## src/rtl/mac_pkg.sv

```systemverilog
// Shared helpers for the MAC cell family: saturation rails, overflow detect, stage limits.
package mac_pkg;

  localparam int MacMinStages   = 0;
  localparam int MacMaxStages   = 2;
  localparam int MacMaxAccWidth = 64;

  // Largest representable accumulator value, right-aligned in 64 bits.
  function automatic logic [63:0] mac_sat_max(int width, bit is_signed);
    logic [63:0] r;
    r = '0;
    for (int i = 0; i < MacMaxAccWidth; i++) begin
      if (i < width - 1 || (!is_signed && i == width - 1)) r[i] = 1'b1;
    end
    return r;
  endfunction

  function automatic logic [63:0] mac_sat_min(int width, bit is_signed);
    logic [63:0] r;
    r = '0;
    if (is_signed) r[width-1] = 1'b1;
    return r;
  endfunction

  function automatic logic mac_ovf(bit is_signed, logic acc_msb, logic p_msb, logic sum_msb,
                                   logic carry);
    if (is_signed) return (acc_msb == p_msb) && (sum_msb != acc_msb);
    return carry;
  endfunction

endpackage

```

## src/rtl/mac_mult_pipe.sv

```systemverilog
// Full-width multiplier followed by a register chain carrying {valid, clr, product}.
module mac_mult_pipe
  import mac_pkg::*;
#(
  parameter int unsigned DATA_WIDTH  = 8,
  parameter int unsigned SIGNED      = 0,
  parameter int unsigned MULT_STAGES = 1
) (
  input  logic                    clk,
  input  logic                    rst,
  input  logic                    en,
  input  logic                    clr,
  input  logic [DATA_WIDTH-1:0]   a,
  input  logic [DATA_WIDTH-1:0]   b,
  output logic                    p_vld,
  output logic                    p_clr,
  output logic [2*DATA_WIDTH-1:0] prod,
  output logic                    busy
);

  localparam int unsigned PW = 2 * DATA_WIDTH;

  logic [PW-1:0] a_ext, b_ext, prod_now;

  assign a_ext = (SIGNED != 0) ? {{DATA_WIDTH{a[DATA_WIDTH-1]}}, a} : {{DATA_WIDTH{1'b0}}, a};
  assign b_ext = (SIGNED != 0) ? {{DATA_WIDTH{b[DATA_WIDTH-1]}}, b} : {{DATA_WIDTH{1'b0}}, b};
  // Low PW bits of the extended product are exact in both signed and unsigned modes.
  assign prod_now = a_ext * b_ext;

  if (MULT_STAGES == 0) begin : g_comb
    assign p_vld = en;
    assign p_clr = clr;
    assign prod  = prod_now;
    assign busy  = 1'b0;
  end else begin : g_pipe
    logic [MULT_STAGES-1:0] vld_q, clr_q;
    logic [PW-1:0]          prod_q [MULT_STAGES];

    always_ff @(posedge clk or posedge rst) begin
      if (rst) begin
        vld_q <= '0;
        clr_q <= '0;
        for (int i = 0; i < int'(MULT_STAGES); i++) prod_q[i] <= '0;
      end else begin
        vld_q[0] <= en;
        clr_q[0] <= clr;
        if (en) prod_q[0] <= prod_now;
        for (int i = 1; i < int'(MULT_STAGES); i++) begin
          vld_q[i] <= vld_q[i-1];
          clr_q[i] <= clr_q[i-1];
          if (vld_q[i-1]) prod_q[i] <= prod_q[i-1];
        end
      end
    end

    assign p_vld = vld_q[MULT_STAGES-1];
    assign p_clr = clr_q[MULT_STAGES-1];
    assign prod  = prod_q[MULT_STAGES-1];
    assign busy  = |(vld_q | clr_q);
  end

endmodule

```

## src/rtl/mac_pipe.sv

```systemverilog
// Pipelined multiply-accumulate cell for a systolic row, with optional saturation and
// a sticky overflow flag; B and en are forwarded to the neighbour one cycle later.
module mac_pipe
  import mac_pkg::*;
#(
  parameter int unsigned DATA_WIDTH  = 8,
  parameter int unsigned ACC_WIDTH   = 24,
  parameter int unsigned SIGNED      = 0,
  parameter int unsigned SATURATE    = 0,
  parameter int unsigned MULT_STAGES = 1
) (
  input  logic                  clk,
  input  logic                  rst,
  input  logic                  en,
  input  logic                  clr,
  input  logic [DATA_WIDTH-1:0] a_in,
  input  logic [DATA_WIDTH-1:0] b_in,
  output logic [ACC_WIDTH-1:0]  c_out,
  output logic                  ovf,
  output logic                  busy,
  output logic                  en_out,
  output logic [DATA_WIDTH-1:0] b_out
);

  localparam int unsigned PW = 2 * DATA_WIDTH;
  localparam logic [ACC_WIDTH-1:0] SatMax =
    ACC_WIDTH'(mac_sat_max(int'(ACC_WIDTH), SIGNED != 0));
  localparam logic [ACC_WIDTH-1:0] SatMin =
    ACC_WIDTH'(mac_sat_min(int'(ACC_WIDTH), SIGNED != 0));

  if (ACC_WIDTH < 2 * DATA_WIDTH) begin : g_bad_acc_width
    $error("mac_pipe: ACC_WIDTH must be >= 2*DATA_WIDTH");
  end
  if (ACC_WIDTH > MacMaxAccWidth) begin : g_bad_acc_max
    $error("mac_pipe: ACC_WIDTH exceeds 64");
  end
  if (int'(MULT_STAGES) < MacMinStages || int'(MULT_STAGES) > MacMaxStages) begin : g_bad_stages
    $error("mac_pipe: MULT_STAGES must be 0..2");
  end

  logic          p_vld, p_clr;
  logic [PW-1:0] prod;

  mac_mult_pipe #(
    .DATA_WIDTH (DATA_WIDTH),
    .SIGNED     (SIGNED),
    .MULT_STAGES(MULT_STAGES)
  ) u_mult (
    .clk  (clk),
    .rst  (rst),
    .en   (en),
    .clr  (clr),
    .a    (a_in),
    .b    (b_in),
    .p_vld(p_vld),
    .p_clr(p_clr),
    .prod (prod),
    .busy (busy)
  );

  logic [ACC_WIDTH-1:0] acc_q, acc_d;
  logic                 ovf_q, ovf_d;
  logic [ACC_WIDTH:0]   p_ext, acc_ext, sum;
  logic                 sum_ovf;

  assign p_ext   = (SIGNED != 0) ? {{(ACC_WIDTH + 1 - PW){prod[PW-1]}}, prod}
                                 : {{(ACC_WIDTH + 1 - PW){1'b0}}, prod};
  assign acc_ext = {(SIGNED != 0) ? acc_q[ACC_WIDTH-1] : 1'b0, acc_q};
  assign sum     = acc_ext + p_ext;
  assign sum_ovf = mac_ovf(SIGNED != 0, acc_q[ACC_WIDTH-1], p_ext[ACC_WIDTH-1],
                           sum[ACC_WIDTH-1], sum[ACC_WIDTH]);

  always_comb begin
    acc_d = acc_q;
    ovf_d = ovf_q;
    if (p_clr) begin
      acc_d = p_vld ? p_ext[ACC_WIDTH-1:0] : '0;
      ovf_d = 1'b0;
    end else if (p_vld) begin
      acc_d = sum[ACC_WIDTH-1:0];
      if (sum_ovf) begin
        ovf_d = 1'b1;
        // Signed overflow direction follows the accumulator sign (operands share it).
        if (SATURATE != 0) acc_d = (SIGNED != 0 && acc_q[ACC_WIDTH-1]) ? SatMin : SatMax;
      end
    end
  end

  always_ff @(posedge clk or posedge rst) begin
    if (rst) begin
      acc_q  <= '0;
      ovf_q  <= 1'b0;
      en_out <= 1'b0;
      b_out  <= '0;
    end else begin
      acc_q  <= acc_d;
      ovf_q  <= ovf_d;
      en_out <= en;
      b_out  <= b_in;
    end
  end

  assign c_out = acc_q;
  assign ovf   = ovf_q;

endmodule

```

## config.mk

```make
export PLATFORM = sky130hd
export DESIGN_NAME = mac_pipe
export DESIGN_NICKNAME = d
export VERILOG_FILES = /design/src/rtl/mac_pkg.sv /design/src/rtl/mac_mult_pipe.sv /design/src/rtl/mac_pipe.sv
export SDC_FILE = /design/constraint.sdc
export NUM_CORES = 1
export LEC_CHECK = 0
export CORE_ASPECT_RATIO = 2
export CORE_MARGIN = 3
export CORE_UTILIZATION = 47
export DETAILED_ROUTE_END_ITERATION = 10
export HOLD_SLACK_MARGIN = 0.12
export PLACE_DENSITY_LB_ADDON = 0.05
export SLEW_MARGIN = 30
export SYNTH_ARGS = -nofsm -noshare
export SYNTH_HDL_FRONTEND = slang
export SYNTH_SLANG_ARGS = --single-unit
```

## constraint.sdc

```tcl
create_clock -name clk -period 2.6 [get_ports clk]
set_input_delay 0.52 -clock clk [delete_from_list [all_inputs] [get_ports clk]]
set_output_delay 0.52 -clock clk [all_outputs]
set_load 0.02 [all_outputs]
```

==> results.md, run 1 <==
* Most common cell in the netlist: sky130_fd_sc_hd__inv_1
* Violated checks: setup timing
* Total of max-cap violations at 0
* Tot Pwr at between 0.005 and 0.006 W
* Root buf cell: sky130_fd_sc_hd__clkbuf_16
* Number of global-route vias before repair at slightly above 4000
* Multi-input gate area in the final layout at 3460 µm²
* Distinct cell type count of the synthesized netlist at 45
* Std-Cell Rows at 50
* Number of levels in the clock H-tree at 2
* Sinks on the clock net at 51
* Die W at ~76 µm
* Worst setup path category: input port to flip-flop
* Number of enable-type register cells in the synthesized netlist at 0
* Global-route wire length before repair at approximately 19000 µm
* Clock power share at between 10 and 15%
* DRC violation count after routing at 0
* Total routing usage reported by global routing at between 20% and 30%
* Arrival time of data at the critical path endpoint at around 4300 ps
* Post-synthesis area per instance at between 9 and 10 µm²
* Pin count of the biggest net entering global routing at 24
* Result of the run: complete, but fails checks
* Total of buffers placed on input and output ports at 54
* Relative slew slack at just over 50%
* Combinational power share at between 60% and 70%
* Worst-case clock skew at just over 5 ps
* Setup tns final at -13450 ps
* Layout net count at roughly 700
* Category of the worst setup path launch point: input port
* CTS buffer count at 5
* Data required, critical path at 2780 ps
* Post-Synthesis Net Count at just under 600
* Combined flip-flop and latch cell area at 1280 µm²
* Cell taking the most area after synthesis: sky130_fd_sc_hd__dfrtp_1
* DR vias/cell at about 5.3
* Clock network latency to the later pin of the worst-skew pair at roughly 290 ps
* Hold Path Class: input port to flip-flop
* CTS tree: yes
* Final-layout fill cell count at between 800 and 900
* Number of warnings issued by yosys at 0
* Final HPWL DP at roughly 9000 µm
* Number of endpoints with negative hold slack in the final report at 0
* Cell types occupying the most area after synthesis: sky130_fd_sc_hd__dfrtp_1 27%, sky130_fd_sc_hd__fa_1 16%, sky130_fd_sc_hd__ha_1 14%
* Worst Path Max Fanout at 7
* DIE HEIGHT at roughly 150 µm
* Worst IR Drop VDD at roughly 400 µV
* Instance area after placement at 5900 µm²
* Pin slew with the least headroom to its limit at a little over 700 ps
* Switching fraction of total power at a little over two fifths
* Cell area after layout at 6230 µm²
* Crit-path most repeated cell: sky130_fd_sc_hd__fa_1
* Number of antenna violations at the first check in global routing at 0
* Post-synthesis to final-layout area growth at 33.6%
* Clock slew at the register clock pins of the worst setup and hold paths at ~70 ps
* Crit path setup slack, layout at -1510 ps
* Vias at approximately 3800
* Cell-by-cell trace of the critical path: buf_2 > and2_4 > fa_1 > fa_1 > fa_1 > inv_1 > fa_1 > inv_1 > ha_2 > or3_4 > o21ai_4 > o21ai_2 > a21oi_2 > xnor2_1 > mux2_4
* Flop and latch count out of synthesis at 51
* Endpoints failing setup at 12
* Detail-routed net length per standard cell at 15.5 µm
* Main synth FF type: sky130_fd_sc_hd__dfrtp_1
* Hold buffers post-CTS at 0
* Die area at ~11000 µm²
* Starting density of the core at ~49%
* Number of buffers between clock root and the deepest sink at 2
* Synth top cells by count: 59 x sky130_fd_sc_hd__inv_1, 52 x sky130_fd_sc_hd__ha_1, 51 x sky130_fd_sc_hd__dfrtp_1
* Final min period at 4110 ps
* Library cell contributing the largest single delay on the critical path: sky130_fd_sc_hd__fa_1
* Post-DRT Antenna Nets at 0
* Sequential Power Share at approximately a fifth
* Congestion Overflow GR at 0
* Worst setup EP type: flip-flop
* Overall routed net length at ~11000 µm
* Portion of the post-synthesis area used by sequential elements at between 20% and 30%
* CP max stage delay at roughly 560 ps
* Cell area after technology mapping at 4660 µm²
* DR iter-0 viols at 108
* Cell-internal power at about 0.0033 W
* Power per standard cell area at 939 nW/µm²
* Floorplan core area at between 9000 and 10000 µm²
* Boundary pin count at 55
* Unrepaired setup endpoints after global routing: true
* Pins over their slew limit at 0
* Fraction of layout cells with a size suffix above 1 at approximately 27%
* Routability congestion estimate from global placement at approximately 0.83
* Synthesized instance count at slightly below 500
* Total net switching power at between 0.002 and 0.003 W
* Min Hold Slack at 373 ps
* Final cycle utilization of the critical path at 158%
* Synth top area share at ~27%
* Maximum clock frequency at ~240 MHz
* Total leakage power at around 3 nW
* 1st-pass router iterations at 4
* Proportion of register bits with asynchronous set or reset after synthesis at 100%
* Count of antenna diodes in the layout at 0
sequential cells by signal, summed over array words and instances, names as in the netlist:
name	count
u_mult.prod	16
u_mult.p_clr	1
u_mult.p_vld	1
b_out	8
ovf	1
c_out	24
stage by stage:
stage,util (%),cells,setup WS [ps]
after floorplan,-,482,-1440
after global placement,62.0,706,-2180
after detailed placement,62.0,706,-2280
after CTS,64.3,717,-1540
after global routing,65.5,719,-1640
final,65.5,719,-1510
worst max-delay path: cells and delay by family:
family / cells / cell delay (ps)
AOI/OAI and AO/OA: 3 / 450
xor gates and xnor gates: 1 / 90
adders and majority gates: 5 / 2170
buffers and inverters: 3 / 250
muxes: 1 / 260
and+or+nand+nor: 2 / 560
cells in the final DEF (no fill, tap or decap), types with 8 or more instances in the layout:
| cell type | instances |
|---|---|
| sky130_fd_sc_hd__a21oi_1 | 14 |
| sky130_fd_sc_hd__a21oi_2 | 8 |
| sky130_fd_sc_hd__and2_1 | 36 |
| sky130_fd_sc_hd__and2_4 | 11 |
| sky130_fd_sc_hd__buf_4 | 47 |
| sky130_fd_sc_hd__buf_6 | 14 |
| sky130_fd_sc_hd__clkdlybuf4s50_1 | 38 |
| sky130_fd_sc_hd__dfrtp_1 | 51 |
| sky130_fd_sc_hd__fa_1 | 32 |
| sky130_fd_sc_hd__ha_1 | 43 |
| sky130_fd_sc_hd__inv_1 | 48 |
| sky130_fd_sc_hd__inv_2 | 11 |
| sky130_fd_sc_hd__nand2_1 | 30 |
| sky130_fd_sc_hd__nor2_1 | 19 |
| sky130_fd_sc_hd__o21ai_1 | 25 |
| sky130_fd_sc_hd__xnor2_1 | 13 |
| sky130_fd_sc_hd__xor2_1 | 16 |
repair_timing:
| item | in CTS | in global routing |
|---|---|---|
| setup buffers | 4 | 5 |
| gates resized for setup | 90 | 39 |
| pin swaps | 25 | 30 |
| setup endpoints to repair | 13 | 21 |
| gates cloned | 0 | 0 |
routing by layer:
layer | up-vias | share of wire, % | track usage (%) | wire, µm
met5 | - | 0 | 0 | 0
met4 | 0 | 2.4 | 6.99 | 267
met3 | 20 | 2.3 | 2.02 | 257
met2 | 71 | 60 | 43.2 | 6630
met1 | 1878 | 36 | 20.9 | 3980
li1 | 1826 | - | - | -
worst paths after layout:
| path | cells after the start | slack [ps] | endpoint | from |
|---|---|---|---|---|
| setup / recovery | 15 | -1510 | u_mult.prod[13] | a_in[6] |
| hold / removal | 1 | 370 | b_out[6] | b_in[6] |
| setup reg to reg | 10 | 140 | c_out[18] | u_mult.prod[0] |
| hold reg to reg | 2 | 530 | c_out[5] | u_mult.prod[5] |
| max in group asynchronous | 3 | 1380 | c_out[13] | rst |
| min in group asynchronous | 2 | 580 | u_mult.prod[3] | rst |
area by class of cell:
class	instances	share of cell area, %
clock buffers	6	2.23
clock inverters	1	0.0803
inverters	59	3.55
multi-input cells	364	55.5
flip-flops and latches	51	20.5
well taps	130	2.61
repair buffers	108	15.5
power groups by stage:
stage / sequential (W) / clock, W / combinational, W
CTS: 0.00120 / 0.000681 / 0.00382
global route: 0.00124 / 0.000720 / 0.00440
floorplan: 0.00130 / 0 / 0.00250
finish: 0.00121 / 0.000673 / 0.00397
global placement: 0.00120 / 0 / 0.00361
detailed placement: 0.00121 / 0 / 0.00371
cells by family after synthesis:
logic type | share of synthesized area (%)
and+or+nand+nor | 15.0
AOI/OAI and AO/OA | 13.0
adders and majority gates | 29.8
buffers and inverters | 5.39
DFF | 27.4
xor gates and xnor gates | 5.63
muxes | 3.76
No activity file was read; power rests on OpenSTA's default activity.
==> inputs of run 2 (changes only) <==
--- a/config.mk
+++ b/config.mk
@@ -15,3 +15,4 @@
 export SYNTH_ARGS = -nofsm -noshare
 export SYNTH_HDL_FRONTEND = slang
 export SYNTH_SLANG_ARGS = --single-unit
+export TNS_END_PERCENT = 5
==> constraint.sdc (replaced) <==
create_clock -name clk -period 5.1 [get_ports clk]
set_input_delay 1.02 -clock clk [delete_from_list [all_inputs] [get_ports clk]]
set_output_delay 1.02 -clock clk [all_outputs]
set_load 0.02 [all_outputs]
==> results.md, run 2 (synthesized netlist as in run 1, its figures left out) <==
* Worst Path Max Fanout at 3 (-4)
* Total of buffers placed on input and output ports at 54 (unchanged)
* Total net switching power at 0.00119 W (-53%)
* Layout net count at 680 (-2.6%)
* Total of max-cap violations at 0 (unchanged)
* Detail-routed net length per standard cell at 15.1 µm (-2.2%)
* Combined flip-flop and latch cell area at 1280 µm² (unchanged)
* Fraction of layout cells with a size suffix above 1 at 14.0% (-13 points)
* Maximum clock frequency at 202 MHz
* Final standard cell count with taps included and fillers excluded at 702 (-2.4%)
* Starting density of the core at 49.0% (unchanged)
* Switching fraction of total power at 42.5% (-0.34 points)
* Die W at 76.4 µm (unchanged)
* Setup tns final at 0 ps (+13450 ps)
* Clock slew at the register clock pins of the worst setup and hold paths at 70 ps (about the same)
* 1st-pass router iterations at 4 (unchanged)
* DRC violation count after routing at 0 (unchanged)
* DR vias/cell at 5.29 (+0.32%)
* CTS buffer count at 5 (unchanged)
* Overall routed net length at 10600 µm (-4.5%)
* DR iter-0 viols at 138 (+28%)
* Root buf cell: sky130_fd_sc_hd__clkbuf_16
* Pins over their slew limit at 0 (unchanged)
* Result of the run: finished clean
* Worst-case clock skew at 4.61 ps (-0.467 ps)
* Endpoints failing setup at 0 (-12)
* Die area at 11200 µm² (unchanged)
* Worst setup path category: input port to flip-flop
* Std-Cell Rows at 50 (unchanged)
* Post-DRT Antenna Nets at 0 (unchanged)
* CTS tree: yes
* Final cycle utilization of the critical path at 96.9%
* Arrival time of data at the critical path endpoint at 5120 ps (+830 ps)
* Sinks on the clock net at 51 (unchanged)
* Relative slew slack at 46.5% (-5.2 points)
* Category of the worst setup path launch point: input port
* Multi-input gate area in the final layout at 3190 µm² (-7.7%)
* Total routing usage reported by global routing at 20.0% (-0.85 points)
* Number of levels in the clock H-tree at 2 (unchanged)
* Post-synthesis to final-layout area growth at 25.3%
* Final min period at a little under 5000 ps
* Hold Path Class: flip-flop to flip-flop
* Combinational power share at 63.7% (-4.2 points)
* Number of endpoints with negative hold slack in the final report at 0 (unchanged)
* Power per standard cell area at 477 nW/µm² (-49%)
* Number of antenna violations at the first check in global routing at 0 (unchanged)
* DIE HEIGHT at 147 µm (unchanged)
* Cell area after layout at 5840 µm² (-6.2%)
* Final cell utilization of the core at 61.4% (-4.1 points)
* Pin count of the biggest net entering global routing at 52 (+120%)
* Count of antenna diodes in the layout at 0 (unchanged)
* Vias at 3717 (-2.1%)
* Clock power share at 14.3% (+2.8 points)
* Sequential Power Share at 22.0% (+1.4 points)
* Clock network latency to the later pin of the worst-skew pair at 300 ps (about the same)
* Boundary pin count at 55 (unchanged)
* Congestion Overflow GR at 0 (unchanged)
* Number of global-route vias before repair at 3893 (-5.4%)
* Final-layout fill cell count at 865 (+7.7%)
* Pin slew with the least headroom to its limit at 799 ps (+75.6 ps)
* Largest register FFs at 24 (unchanged)
* Most common cell after layout, fill and taps aside: sky130_fd_sc_hd__inv_1
* Final HPWL DP at 8670 µm (-3.5%)
* Number of placed instances, taps included at 694 (-1.7%)
* Global-route wire length before repair at 18000 µm (-5.2%)
* Floorplan core area at 9510 µm² (unchanged)
* Worst setup EP type: flip-flop
* Cell-internal power at 0.00160 W (-52%)
* Worst IR Drop VDD at 208 µV (-48%)
* Top library cells by usage in the layout, fill and taps aside: 58 x sky130_fd_sc_hd__inv_1, 52 x sky130_fd_sc_hd__ha_1, 51 x sky130_fd_sc_hd__dfrtp_1
* Number of buffers between clock root and the deepest sink at 2 (unchanged)
* Instance area after placement at 5610 µm² (-4.9%)
* Tot Pwr at 0.00279 W (-52%)
* Data required, critical path at 5280 ps (+2500 ps)
* Total leakage power at 2.82 nW (-3.4%)
* Routability congestion estimate from global placement at 0.818 (-0.85%)
-- run 2: changes by cell type in the layout (fill, tap and decap cells not counted), sizes merged --
| cell | previous run | this run |
|---|---|---|
| dlygate4sd2 | 1 | 8 |
| dlymetal6s2s | 0 | 5 |
| bufinv | 0 | 1 |
| clkdlybuf4s50 | 38 | 41 |
| clkdlybuf4s15 | 1 | 0 |
| clkbuf | 7 | 6 |
| buf | 67 | 36 |
-- run 2: power by group through the flow --
stage | sequential (W) | clock (W) | combinational [W]
final | 0.000613 | 0.000399 | 0.00177
after floorplan | 0.000662 | 0 | 0.00115
after detailed placement | 0.000620 | 0 | 0.00171
after global placement | 0.000615 | 0 | 0.00167
after CTS | 0.000611 | 0.000407 | 0.00173
after global routing | 0.000627 | 0.000419 | 0.00199
-- run 2: stage by stage --
stage | hold WS (ps) | setup WS (ps)
floorplan | 477 | 310
global placement | 503 | -391
detailed placement | 512 | -448
CTS | 530 | 2.49
global route | 560 | -22.2
finish | 520 | 160
-- run 2: critical path: stages --
cell                              delay [ps]
sky130_fd_sc_hd__clkdlybuf4s50_1         440
sky130_fd_sc_hd__and2_1                  180
sky130_fd_sc_hd__fa_1                    500
sky130_fd_sc_hd__fa_1                    440
sky130_fd_sc_hd__fa_1                    540
sky130_fd_sc_hd__inv_1                    50
sky130_fd_sc_hd__fa_1                    520
sky130_fd_sc_hd__inv_1                    40
sky130_fd_sc_hd__ha_1                    200
sky130_fd_sc_hd__or3_4                   410
sky130_fd_sc_hd__o21ai_4                 200
sky130_fd_sc_hd__o21ai_2                 100
sky130_fd_sc_hd__a21oi_2                 150
sky130_fd_sc_hd__xnor2_1                  80
sky130_fd_sc_hd__mux2_2                  250
-- run 2: routing by layer --
layer | up-vias | global-route usage [%] | routed length [µm] | part of all wire [%]
li1 | 1786 | - | - | -
met2 | 64 | 41.1 | 6370 | 60
met4 | 0 | 9.35 | 317 | 3.0
met5 | - | 0 | 0 | 0
met3 | 25 | 2.15 | 224 | 2.1
met1 | 1842 | 19.0 | 3720 | 35
-- run 2: final timing paths --
check                                     from               to  slack, ps  cells past startpoint
worst max register to register  u_mult.prod[0]        c_out[20]       2540                     10
min in group asynchronous                  rst         c_out[0]       1170                      2
worst max-delay path                   a_in[7]  u_mult.prod[13]        160                     15
worst min register to register  u_mult.prod[7]         c_out[7]        520                      2
max in group asynchronous                  rst  u_mult.prod[12]       3480                      2
worst min-delay path            u_mult.prod[7]         c_out[7]        520                      2
-- run 2: timing repair --
item | 4_1_cts | 5_1_grt
hold endpoints to repair | 0 | 0
hold buffers | 0 | 0
pin swaps | 0 | 8
gates resized for setup | 11 | 17
buffers inserted | 0 | 0
setup endpoints to repair | 6 | 7
-- run 2: area by class of cell --
type	count	area share, %
Multi-Input combinational cell	364	54.6
Sequential cell	51	21.8
Timing Repair Buffer	90	13.9
Inverter	59	3.83
Tap cell	130	2.78
Clock buffer	6	2.38
Clock inverter	2	0.600
==> inputs of run 3 (changes only) <==
--- a/config.mk
+++ b/config.mk
@@ -5,6 +5,7 @@
 export SDC_FILE = /design/constraint.sdc
 export NUM_CORES = 1
 export LEC_CHECK = 0
+export CAP_MARGIN = 15
 export CORE_ASPECT_RATIO = 2
 export CORE_MARGIN = 3
 export CORE_UTILIZATION = 47
@@ -14,5 +15,6 @@
 export SLEW_MARGIN = 30
 export SYNTH_ARGS = -nofsm -noshare
 export SYNTH_HDL_FRONTEND = slang
+export SYNTH_HIERARCHICAL = 1
 export SYNTH_SLANG_ARGS = --single-unit
 export TNS_END_PERCENT = 5
==> results.md, run 3 <==
* Main synth FF type: sky130_fd_sc_hd__dfrtp_1
* GRT met3 Usage at 1.54% (-0.61 points)
* Routability congestion estimate from global placement at 0.919 (+12%)
* DRC violation count after routing at 0 (unchanged)
* Post-CTS Setup Repair Bufs at 0 (unchanged)
* Category of the worst setup path launch point: input port
* Post-DRT Antenna Nets at 0 (unchanged)
* Cell types occupying the most area after synthesis: sky130_fd_sc_hd__dfrtp_1 26%, sky130_fd_sc_hd__fa_1 15%, sky130_fd_sc_hd__ha_1 13%
* Vias at 4144 (+11%)
* Synthesized instance count at 542 (+12%)
* DR vias/cell at 5.42 (+2.4%)
* Setup tns final at 0 ps (unchanged)
* Hold Path Class: flip-flop to flip-flop
* Number of endpoints with negative hold slack in the final report at 0 (unchanged)
* Power per standard cell area at 468 nW/µm² (-1.8%)
* Most common cell after layout, fill and taps aside: sky130_fd_sc_hd__inv_1
* Worst setup path category: input port to flip-flop
* Boundary pin count at 55 (unchanged)
* Std-Cell Rows at 52 (+4.0%)
* Detail-routed net length per standard cell at 15.9 µm (+4.9%)
* Congestion Overflow GR at 0 (unchanged)
* Total of buffers placed on input and output ports at 54 (unchanged)
* Floorplan core area at 10300 µm² (+8.1%)
* Die area at 12100 µm² (+7.4%)
* Result of the run: finished clean
* Hold buffers post-CTS at 0 (unchanged)
* Die W at 79.2 µm (+3.6%)
* Pin count of the biggest net entering global routing at 33 (-37%)
* Number of antenna violations at the first check in global routing at 0 (unchanged)
* Synth top cells by count: 66 x sky130_fd_sc_hd__inv_1, 54 x sky130_fd_sc_hd__nand2_1, 52 x sky130_fd_sc_hd__dfrtp_1, 52 x sky130_fd_sc_hd__ha_1, 49 x sky130_fd_sc_hd__and2_1
* Fraction of layout cells with a size suffix above 1 at 13.5% (-0.47 points)
* Final-layout fill cell count at 962 (+11%)
* Most crowded layer after global routing: met2
* Arrival time of data at the critical path endpoint at 5140 ps (+20 ps)
* Distinct cell type count of the synthesized netlist at 58 (+29%)
* Total routing usage reported by global routing at 21.0% (+1.0 points)
* Total leakage power at 2.97 nW (+5.3%)
* Number of enable-type register cells in the synthesized netlist at 0 (unchanged)
* Clock slew at the register clock pins of the worst setup and hold paths at 70 ps (about the same)
* Most common cell in the netlist: sky130_fd_sc_hd__inv_1
* Largest register FFs at 24 (unchanged)
* Final HPWL DP at 10100 µm (+16%)
* Top library cells by usage in the layout, fill and taps aside: 66 x sky130_fd_sc_hd__inv_1, 53 x sky130_fd_sc_hd__nand2_1, 52 x sky130_fd_sc_hd__dfrtp_1
* CTS buffer count at 5 (unchanged)
* Data required, critical path at 5280 ps (about the same)
* Cell taking the most area after synthesis: sky130_fd_sc_hd__dfrtp_1
* DR iter-0 viols at 148 (+7.2%)
* Maximum clock frequency at 202 MHz (-0.35%)
* Number of global-route vias before repair at 4417 (+13%)
* Root buf cell: sky130_fd_sc_hd__clkbuf_16
* Sinks on the clock net at 52 (+2.0%)
* Synth top area share at 25.9% (-1.5 points)
* DIE HEIGHT at 152 µm (+3.7%)
* Final min period at 4960 ps (+17.4 ps)
* Final cycle utilization of the critical path at 97.2% (+0.34 points)
* 1st-pass router iterations at 5 (+1)
* Number of warnings issued by yosys at 6 (+6)
* Flop2flop setup slack at 2430 ps (-110 ps)
* Total of max-cap violations at 0 (unchanged)
* Grt met1 use at 19.8% (+0.87 points)
* Worst-case clock skew at 9.09 ps (+4.48 ps)
* Endpoints failing setup at 0 (unchanged)
* Pins over their slew limit at 0 (unchanged)
* Met2 Resource Use GR at 43.4% (+2.3 points)
* Cell area after technology mapping at 5030 µm² (+7.9%)
* Post-Synthesis Net Count at 651 (+10%)
* Worst IR Drop VDD at 193 µV (-7.1%)
* Number of levels in the clock H-tree at 2 (unchanged)
* Worst Path Max Fanout at 4 (+1)
* Overall routed net length at 12100 µm (+14%)
* Post-synthesis area per instance at 9.28 µm² (-4.0%)
* Post-synthesis to final-layout area growth at 23.4%
* Proportion of register bits with asynchronous set or reset after synthesis at 100% (unchanged)
* Flop and latch count out of synthesis at 52 (+2.0%)
* CTS tree: yes
* Layout net count at 737 (+8.4%)
* Number of buffers between clock root and the deepest sink at 2 (unchanged)
* Global-route wire length before repair at 20200 µm (+12%)
* Pin slew with the least headroom to its limit at 707 ps (-92.6 ps)
* Portion of the post-synthesis area used by sequential elements at 25.9% (-1.5 points)
* Relative slew slack at 52.8% (+6.3 points)
* Count of antenna diodes in the layout at 0 (unchanged)
* Worst setup EP type: flip-flop
* Clock network latency to the later pin of the worst-skew pair at 300 ps (about the same)
* Starting density of the core at 49.0% (-0.086 points)
* Min Hold Slack at 522 ps (+1.64 ps)
[run 3: report_power, final]
part / internal, W / leakage [nW] / switching (W) / total [W]
sequential: 0.000523 / 0.653 / 0.0000958 / 0.000618
combinational: 0.000919 / 2.24 / 0.00102 / 0.00194
clock: 0.000184 / 0.0742 / 0.000164 / 0.000348
total: 0.00163 / 2.97 / 0.00128 / 0.00291
[run 3: layout make-up]
type / count / area [µm²] / share of cell area (%)
Timing Repair Buffer: 90 / 836 / 13.5
Inverter: 66 / 248 / 3.99
Tap cell: 135 / 169 / 2.72
Clock inverter: 3 / 22.5 / 0.363
Multi-Input combinational cell: 413 / 3510 / 56.5
Sequential cell: 52 / 1300 / 21.0
Clock buffer: 5 / 125 / 2.02
[run 3: layer usage]
| metal | routed length, µm | vias up |
|---|---|---|
| met4 | 353 | 0 |
| met3 | 244 | 21 |
| met1 | 4170 | 2043 |
| met5 | 0 | - |
| met2 | 7360 | 70 |
| li1 | - | 2010 |
[run 3: cell families (layout without fill, tap and decap cells)]
group,after synthesis,in the layout,share of synthesized area (%)
muxes,20,20,4.50
DFF,52,52,25.9
buffers and inverters,77,164,5.79
and+or+nand+nor,163,163,17.1
adders and majority gates,89,89,27.6
AOI/OAI and AO/OA,119,119,15.2
xor gates and xnor gates,22,22,3.83
[run 3: path summary, 6_finish.rpt]
kind | from | to | cells after the start
worst max-delay path | a_in[0] | u_mult/prod[14] | 15
worst min-delay path | ovf | ovf | 2
worst max register to register | c_out[0] | c_out[20] | 9
worst min register to register | ovf | ovf | 2
max in group asynchronous | rst | b_out[1] | 3
min in group asynchronous | rst | b_out[4] | 2
[run 3: worst max-delay path: stages]
cell and delay (ps):
sky130_fd_sc_hd__clkdlybuf4s50_1 500, sky130_fd_sc_hd__nand2_2 80, sky130_fd_sc_hd__fa_1 530, sky130_fd_sc_hd__fa_1 550, sky130_fd_sc_hd__inv_1 50, sky130_fd_sc_hd__fa_1 520, sky130_fd_sc_hd__inv_1 50, sky130_fd_sc_hd__fa_1 520
sky130_fd_sc_hd__inv_1 60, sky130_fd_sc_hd__ha_4 290, sky130_fd_sc_hd__o211ai_2 120, sky130_fd_sc_hd__o211ai_2 290, sky130_fd_sc_hd__a31oi_2 150, sky130_fd_sc_hd__xnor2_1 140, sky130_fd_sc_hd__mux2_4 260
[run 3: metrics by stage]
stage               instance area [µm²]  utilization, %  worst slack [ps]  instances  power (W)
floorplan                          5030               -               403        542    0.00194
global placement                   5970            58.1              -239        756    0.00244
detailed placement                 5970            58.1              -354        756    0.00249
CTS                                6130            59.6             -13.3        764    0.00286
global route                       6210            60.4             -29.1        764    0.00318
finish                             6210            60.4               142        764    0.00291
[run 3: what timing repair did]
action | in CTS | in global routing
gates resized for setup | 2 | 19
setup endpoints to repair | 2 | 6
pin swaps | 1 | 5
